$ cat config.mk
export PLATFORM = sky130hd
export DESIGN_NAME = skinny_subcells_serial_d2
export DESIGN_NICKNAME = d
export VERILOG_FILES = /design/src/rtl/skinny_subcells_serial_d2.sv
export SDC_FILE = /design/constraint.sdc
export NUM_CORES = 1
export LEC_CHECK = 0
export CORE_ASPECT_RATIO = 1.25
export CORE_MARGIN = 1.5
export CORE_UTILIZATION = 45
export CTS_CLUSTER_SIZE = 25
export DETAILED_ROUTE_END_ITERATION = 6
export PLACE_DENSITY = 0.71
export SLEW_MARGIN = 20
export SYNTH_ARGS = -nofsm -noshare
export SYNTH_HDL_FRONTEND = slang
export SYNTH_HIERARCHICAL = 1
export SYNTH_SLANG_ARGS = --single-unit
$ cat constraint.sdc
create_clock -name clk -period 2 [get_ports clk]
set_input_delay 0.3 -clock clk [delete_from_list [all_inputs] [get_ports clk]]
set_output_delay 0.3 -clock clk [all_outputs]
set_load 0.05 [all_outputs]
$ cat src/rtl/skinny_subcells_serial_d2.sv
// Serial 2nd-order masked Skinny-64 SubCells: 16 nibbles stream through one
// HPC2 S-box pipeline (3 Boolean shares) and are collected back per share.

module skinny_hpc2_and_d2 (
    input  logic       clk,
    input  logic       rst_n,
    input  logic [2:0] a,
    input  logic [2:0] b,
    input  logic [2:0] r,
    output logic [2:0] c
);
    // r[0] = r01, r[1] = r02, r[2] = r12; pair order (0,1)(0,2)(1,0)(1,2)(2,0)(2,1)
    logic [2:0] ab_d, ab_q, a_d, a_q;
    logic [5:0] nar_d, nar_q, br_d, br_q;

    always_comb begin
        ab_d     = a & b;
        a_d      = a;
        nar_d[0] = ~a[0] & r[0];  br_d[0] = b[1] ^ r[0];
        nar_d[1] = ~a[0] & r[1];  br_d[1] = b[2] ^ r[1];
        nar_d[2] = ~a[1] & r[0];  br_d[2] = b[0] ^ r[0];
        nar_d[3] = ~a[1] & r[2];  br_d[3] = b[2] ^ r[2];
        nar_d[4] = ~a[2] & r[1];  br_d[4] = b[0] ^ r[1];
        nar_d[5] = ~a[2] & r[2];  br_d[5] = b[1] ^ r[2];
        c[0] = ab_q[0] ^ nar_q[0] ^ (a_q[0] & br_q[0]) ^ nar_q[1] ^ (a_q[0] & br_q[1]);
        c[1] = ab_q[1] ^ nar_q[2] ^ (a_q[1] & br_q[2]) ^ nar_q[3] ^ (a_q[1] & br_q[3]);
        c[2] = ab_q[2] ^ nar_q[4] ^ (a_q[2] & br_q[4]) ^ nar_q[5] ^ (a_q[2] & br_q[5]);
    end

    always_ff @(posedge clk or negedge rst_n) begin
        if (!rst_n) begin
            ab_q  <= '0;
            a_q   <= '0;
            nar_q <= '0;
            br_q  <= '0;
        end else begin
            ab_q  <= ab_d;
            a_q   <= a_d;
            nar_q <= nar_d;
            br_q  <= br_d;
        end
    end
endmodule

module skinny_sbox_hpc2_d2 #(
    parameter int unsigned LAT = 5
) (
    input  logic            clk,
    input  logic            rst_n,
    input  logic [2:0][3:0] x,
    input  logic [11:0]     fresh,
    output logic [2:0][3:0] y
);
    // Four stages of b0 ^= NOR(b3,b2), rotating left after the first three.
    // NOR(a,b) = 1^a^b^ab: the constant and linear terms ride a register
    // alongside the gadget so both arrive together; LAT-4 output registers follow.
    localparam int unsigned NOUT = LAT - 4;

    logic [3:0][2:0][3:0] stin, st_out, lin_d, lin_q;
    logic [3:0][2:0]      g_a, g_b;
    logic [2:0]           g_c [4];
    logic [NOUT-1:0][2:0][3:0] dly_d, dly_q;
    logic [3:0] t;

    for (genvar g = 0; g < 4; g++) begin : g_and
        skinny_hpc2_and_d2 u_and (
            .clk   (clk),
            .rst_n (rst_n),
            .a     (g_a[g]),
            .b     (g_b[g]),
            .r     (fresh[3*g +: 3]),
            .c     (g_c[g])
        );
    end

    assign stin = {st_out[2:0], x};
    assign y    = dly_q[NOUT-1];

    always_comb begin
        st_out = '0;
        t      = '0;
        for (int unsigned g = 0; g < 4; g++) begin
            for (int unsigned s = 0; s < 3; s++) begin
                t = {lin_q[g][s][3:1], lin_q[g][s][0] ^ g_c[g][s]};
                st_out[g][s] = (g < 3) ? {t[2:0], t[3]} : t;
            end
        end
    end

    always_comb begin
        lin_d = '0;
        g_a   = '0;
        g_b   = '0;
        for (int unsigned g = 0; g < 4; g++) begin
            for (int unsigned s = 0; s < 3; s++) begin
                g_a[g][s]   = stin[g][s][3];
                g_b[g][s]   = stin[g][s][2];
                lin_d[g][s] = {stin[g][s][3:1],
                               stin[g][s][0] ^ stin[g][s][3] ^ stin[g][s][2] ^ (s == 0)};
            end
        end
        dly_d    = dly_q;
        dly_d[0] = st_out[3];
        for (int unsigned k = 1; k < NOUT; k++) dly_d[k] = dly_q[k-1];
    end

    always_ff @(posedge clk or negedge rst_n) begin
        if (!rst_n) begin
            lin_q <= '0;
            dly_q <= '0;
        end else begin
            lin_q <= lin_d;
            dly_q <= dly_d;
        end
    end
endmodule

module skinny_subcells_serial_d2 #(
    parameter int unsigned SBOX_LAT = 5
) (
    input  logic        clk,
    input  logic        rst_n,
    input  logic        start,
    input  logic [63:0] state_in_s0,
    input  logic [63:0] state_in_s1,
    input  logic [63:0] state_in_s2,
    input  logic [11:0] fresh,
    output logic        busy,
    output logic        done,
    output logic [63:0] state_out_s0,
    output logic [63:0] state_out_s1,
    output logic [63:0] state_out_s2
);
    typedef enum logic [1:0] {IDLE, FEED, DRAIN, DONE} state_e;

    state_e               state_d, state_q;
    logic [3:0]           feed_cnt_d, feed_cnt_q, out_cnt_d, out_cnt_q;
    logic [2:0][63:0]     sh_d, sh_q, col_d, col_q, so_d, so_q;
    logic [SBOX_LAT-1:0]  vld_d, vld_q;
    logic                 busy_d, busy_q, done_d, done_q;
    logic [2:0][3:0]      sbox_in, sbox_out;

    skinny_sbox_hpc2_d2 #(.LAT(SBOX_LAT)) u_sbox (
        .clk   (clk),
        .rst_n (rst_n),
        .x     (sbox_in),
        .fresh (fresh),
        .y     (sbox_out)
    );

    assign busy         = busy_q;
    assign done         = done_q;
    assign state_out_s0 = so_q[0];
    assign state_out_s1 = so_q[1];
    assign state_out_s2 = so_q[2];

    always_comb begin
        state_d    = state_q;
        feed_cnt_d = feed_cnt_q;
        out_cnt_d  = out_cnt_q;
        sh_d       = sh_q;
        col_d      = col_q;
        so_d       = so_q;
        sbox_in    = '0;
        vld_d      = {vld_q[SBOX_LAT-2:0], state_q == FEED};

        if (state_q == FEED) begin
            for (int unsigned s = 0; s < 3; s++) sbox_in[s] = sh_q[s][3:0];
        end

        // Results arrive in feed order, so collect by shifting in from the top.
        if (vld_q[SBOX_LAT-1]) begin
            for (int unsigned s = 0; s < 3; s++) col_d[s] = {sbox_out[s], col_q[s][63:4]};
            out_cnt_d = out_cnt_q + 4'd1;
        end

        case (state_q)
            IDLE: begin
                if (start) begin
                    sh_d       = {state_in_s2, state_in_s1, state_in_s0};
                    feed_cnt_d = '0;
                    out_cnt_d  = '0;
                    state_d    = FEED;
                end
            end
            FEED: begin
                for (int unsigned s = 0; s < 3; s++) sh_d[s] = {4'h0, sh_q[s][63:4]};
                feed_cnt_d = feed_cnt_q + 4'd1;
                if (feed_cnt_q == 4'd15) state_d = DRAIN;
            end
            DRAIN: begin
                if (vld_q[SBOX_LAT-1] && out_cnt_q == 4'd15) begin
                    so_d    = col_d;
                    state_d = DONE;
                end
            end
            default: state_d = IDLE;
        endcase

        busy_d = (state_d != IDLE);
        done_d = (state_d == DONE);
    end

    always_ff @(posedge clk or negedge rst_n) begin
        if (!rst_n) begin
            state_q    <= IDLE;
            feed_cnt_q <= '0;
            out_cnt_q  <= '0;
            sh_q       <= '0;
            col_q      <= '0;
            so_q       <= '0;
            vld_q      <= '0;
            busy_q     <= 1'b0;
            done_q     <= 1'b0;
        end else begin
            state_q    <= state_d;
            feed_cnt_q <= feed_cnt_d;
            out_cnt_q  <= out_cnt_d;
            sh_q       <= sh_d;
            col_q      <= col_d;
            so_q       <= so_d;
            vld_q      <= vld_d;
            busy_q     <= busy_d;
            done_q     <= done_d;
        end
    end
endmodule
==> flow_summary.json <==
{
  "status": "complete, no violations",
  "final_util_pct": 57.1,
  "crit_required_ps": 2480,
  "drt_iter0_drc": 1069,
  "hold-path-endpoint": "sh_q[12]",
  "grt_pass1_wl_um": 107000,
  "cts_htree_levels": 3,
  "dp_hpwl_um": 44800,
  "initial_core_util_pct": 45.3,
  "synth_cell_types": 31,
  "worst-path-max-fanout": 45,
  "postCtsSetupBuffers": 0,
  "endpoint_kind": "register",
  "slowest_stage": "dfrtp_4",
  "dr.pass1.iters": 5,
  "clock_latency_ps": 600,
  "finalMaxSlewViolations": 0,
  "ys_seq_elements": 725,
  "ys_async_sr_fraction_pct": 100,
  "grt.overflow.total": 0,
  "ir_drop_mv": 0.743,
  "grt_max_degree": 187,
  "synth.most_common_cell": "dfrtp_1",
  "core-area_um2": 64300,
  "fin_crit_sh_pct": 93.2,
  "synth_flop_cell": "dfrtp_1",
  "drive_gt1_share_pct": 20.2,
  "power.leakage_nw": 17.2,
  "hold_violations": 0,
  "die_area_um2": 66300,
  "worstSetupPathType": "reg2reg",
  "r2r_cells": 4,
  "synth.avg_cell_area_um2": 13.4,
  "r2r_slack_ps": 140,
  "synth_fp_nets": 2390,
  "rsz0062_at_grt": "no",
  "synth_top_area_share_pct": 62.3,
  "cts_root_buffer": "clkbuf_16",
  "nNetsFinal": 2781,
  "clk_path_buf_depth": 3,
  "die_height_um": 288,
  "tightestPinTransition_ps": 994,
  "num_vias": 18700,
  "cts_buffers": 74,
  "postSynthCellCount": 2181,
  "setup_violations": 0,
  "min-delay-start": "start",
  "cp_slowest_stage_delay_ps": 430,
  "p_per_area_nw_per_um2": 1340,
  "setup_ws_ps": 136,
  "place_ws_ps": 127,
  "worst_ep_arrival_time_ps": 2350,
  "numClockSinks": 725,
  "synth_area_leader_cell": "dfrtp_1",
  "post-place-cells": 3343,
  "grt_usage_pct": 20.2,
  "min_period_ps": 1860,
  "finalWirelength_um": 66600,
  "fin_skew_ps": 21.3,
  "io_buffers": 400,
  "path_clk_slew_ps": 60,
  "place.gp.congestion": 0.807,
  "cp_top_family": "multiplexers",
  "critPathLaunchType": "register",
  "yosysSeqAreaShare_pct": 62.3,
  "clock.fmax_mhz": 537,
  "grt_antenna_before_repair": 7,
  "fp-row-count": 104,
  "critPathBufInv": 2,
  "relSlewSlack_pct": 33.7,
  "ant_nets": 0,
  "cp_cell_sequence": "buf_12 > buf_12 > mux2_2 > mux2_1",
  "die_x_um": 231,
  "r2r_end": "state_out_s1[49]",
  "synth_edf_count": 0,
  "r2r-start": "vld_q[4]",
  "finalSetupTns_ps": 0,
  "yosys-top-cells-area": "dfrtp_1 (62%), mux2_2 (12%), a22oi_1 (4.6%), nor2b_1 (4.4%), o21ai_0 (3.2%)",
  "wl_per_cell_um": 19.1,
  "crit_top_cell": "buf_12",
  "netlist_area_um2": 29100,
  "pin_count": 401,
  "hold_class": "in2reg",
  "yosysWarnings": 6,
  "hold_depth": 4,
  "cap_violations": 0,
  "ys_top_cells_by_count": "dfrtp_1 (725), mux2_2 (322), nor2b_1 (205)",
  "grt_pass1_vias": 19300,
  "drc": 0,
  "instances_no_fill": 3481,
  "cts_tree": "yes",
  "via_per_inst": 5.36,
  "synthToLayoutAreaGrowth_pct": 25.9
}
-- sequential cells by signal, summed over array words and instances (netlist names), 21 cells and up --
register and flops:
col_q 192, sh_q 192, state_out_s0 64, state_out_s1 64, state_out_s2 64, u_sbox/g_and.u_and/br_q 24, u_sbox/g_and.u_and/nar_q 24, u_sbox/lin_q 21
-- cells in the final DEF, fill, tap and decap left out, drive strengths merged, types with 2 or more instances in the layout --
master,Yosys,routed
nor2b,205,205
nor3,2,2
mux2,384,384
nand2b,3,3
nand2,16,16
xnor2,37,37
ha,2,2
inv,1,4
a22oi,180,180
nor2,5,5
a22o,13,13
xnor3,4,4
clkinv,0,16
dfrtp,725,725
xor2,50,50
xor3,8,8
o21ai,185,185
clkdlybuf4s50,0,204
dlygate4sd2,0,176
mux2i,2,2
a21oi,181,181
nand4,2,2
and2,24,24
clkbuf,75,111
buf,73,82
bufinv,0,5
-- layout make-up --
type	count	area [µm²]
Antenna cell	1	2.50
Multi-Input combinational cell	1307	10300
Fill cell	5222	27600
Clock buffer	111	2210
Sequential cell	725	18200
Tap cell	848	1060
Timing Repair Buffer	463	4610
Inverter	1	8.76
Clock inverter	25	313
-- per-stage QoR --
step	hold slack [ps]	power [W]	area, µm²
3_5_place_dp	225	0.0355	34400
2_1_floorplan	4.41	0.0315	29100
3_3_place_gp	217	0.0348	34400
5_1_grt	161	0.0522	36700
6_report	143	0.0492	36700
4_1_cts	98.8	0.0499	36700
-- cells by family (layout without fill, tap and decap cells) --
family / count (synthesis) / after routing / synth area share, %
fa+ha+maj: 2 / 2 / 0.0859
mux: 386 / 386 / 14.9
other cells: 0 / 1 / 0
flops: 725 / 725 / 62.3
compound gates: 561 / 561 / 11.4
simple gates: 259 / 259 / 5.44
buf+inv: 149 / 600 / 2.37
xor+xnor: 99 / 99 / 3.58
-- how the worst max path moves through the flow --
stage,startpoint,slack [ps],depth (start not counted),to
after floorplan,state_q[1],30,7,u_sbox/lin_q[8]
after global placement,out_cnt_q[0],140,6,state_out_s1[3]
after detailed placement,out_cnt_q[0],130,6,state_out_s1[5]
after CTS,state_out_s1[60],100,1,state_out_s1[60]
after global routing,out_cnt_q[0],40,6,state_out_s1[27]
final,vld_q[4],140,4,state_out_s1[49]
-- timing repair --
action / in CTS / in global routing
hold buffers: 1 / 0
resized for setup: 176 / 1
endpoints found under the setup margin: 176 / 5
endpoints found under the hold margin: 180 / 0
-- worst reg2reg max path, stage by stage, from the launching register on --
cell and delay, ps:
dfrtp_4 430, buf_12 270, buf_12 330, mux2_2 420, mux2_1 300
-- routing by layer --
layer | up-vias | share of wire [%] | track usage, %
met3 | 101 | 7.1 | 5.48
met2 | 502 | 50 | 33.6
met5 | - | 0.12 | 0
li1 | 8511 | - | -
met4 | 12 | 2.4 | 6.34
met1 | 9549 | 41 | 25.6
-- where the power goes --
| part | switching [W] | total, W | internal, W |
|---|---|---|---|
| Combinational | 0.00572 | 0.0124 | 0.00671 |
| Sequential | 0.00309 | 0.0227 | 0.0196 |
| Clock | 0.00574 | 0.0141 | 0.00835 |
No activity file was read; power rests on OpenSTA's default activity.
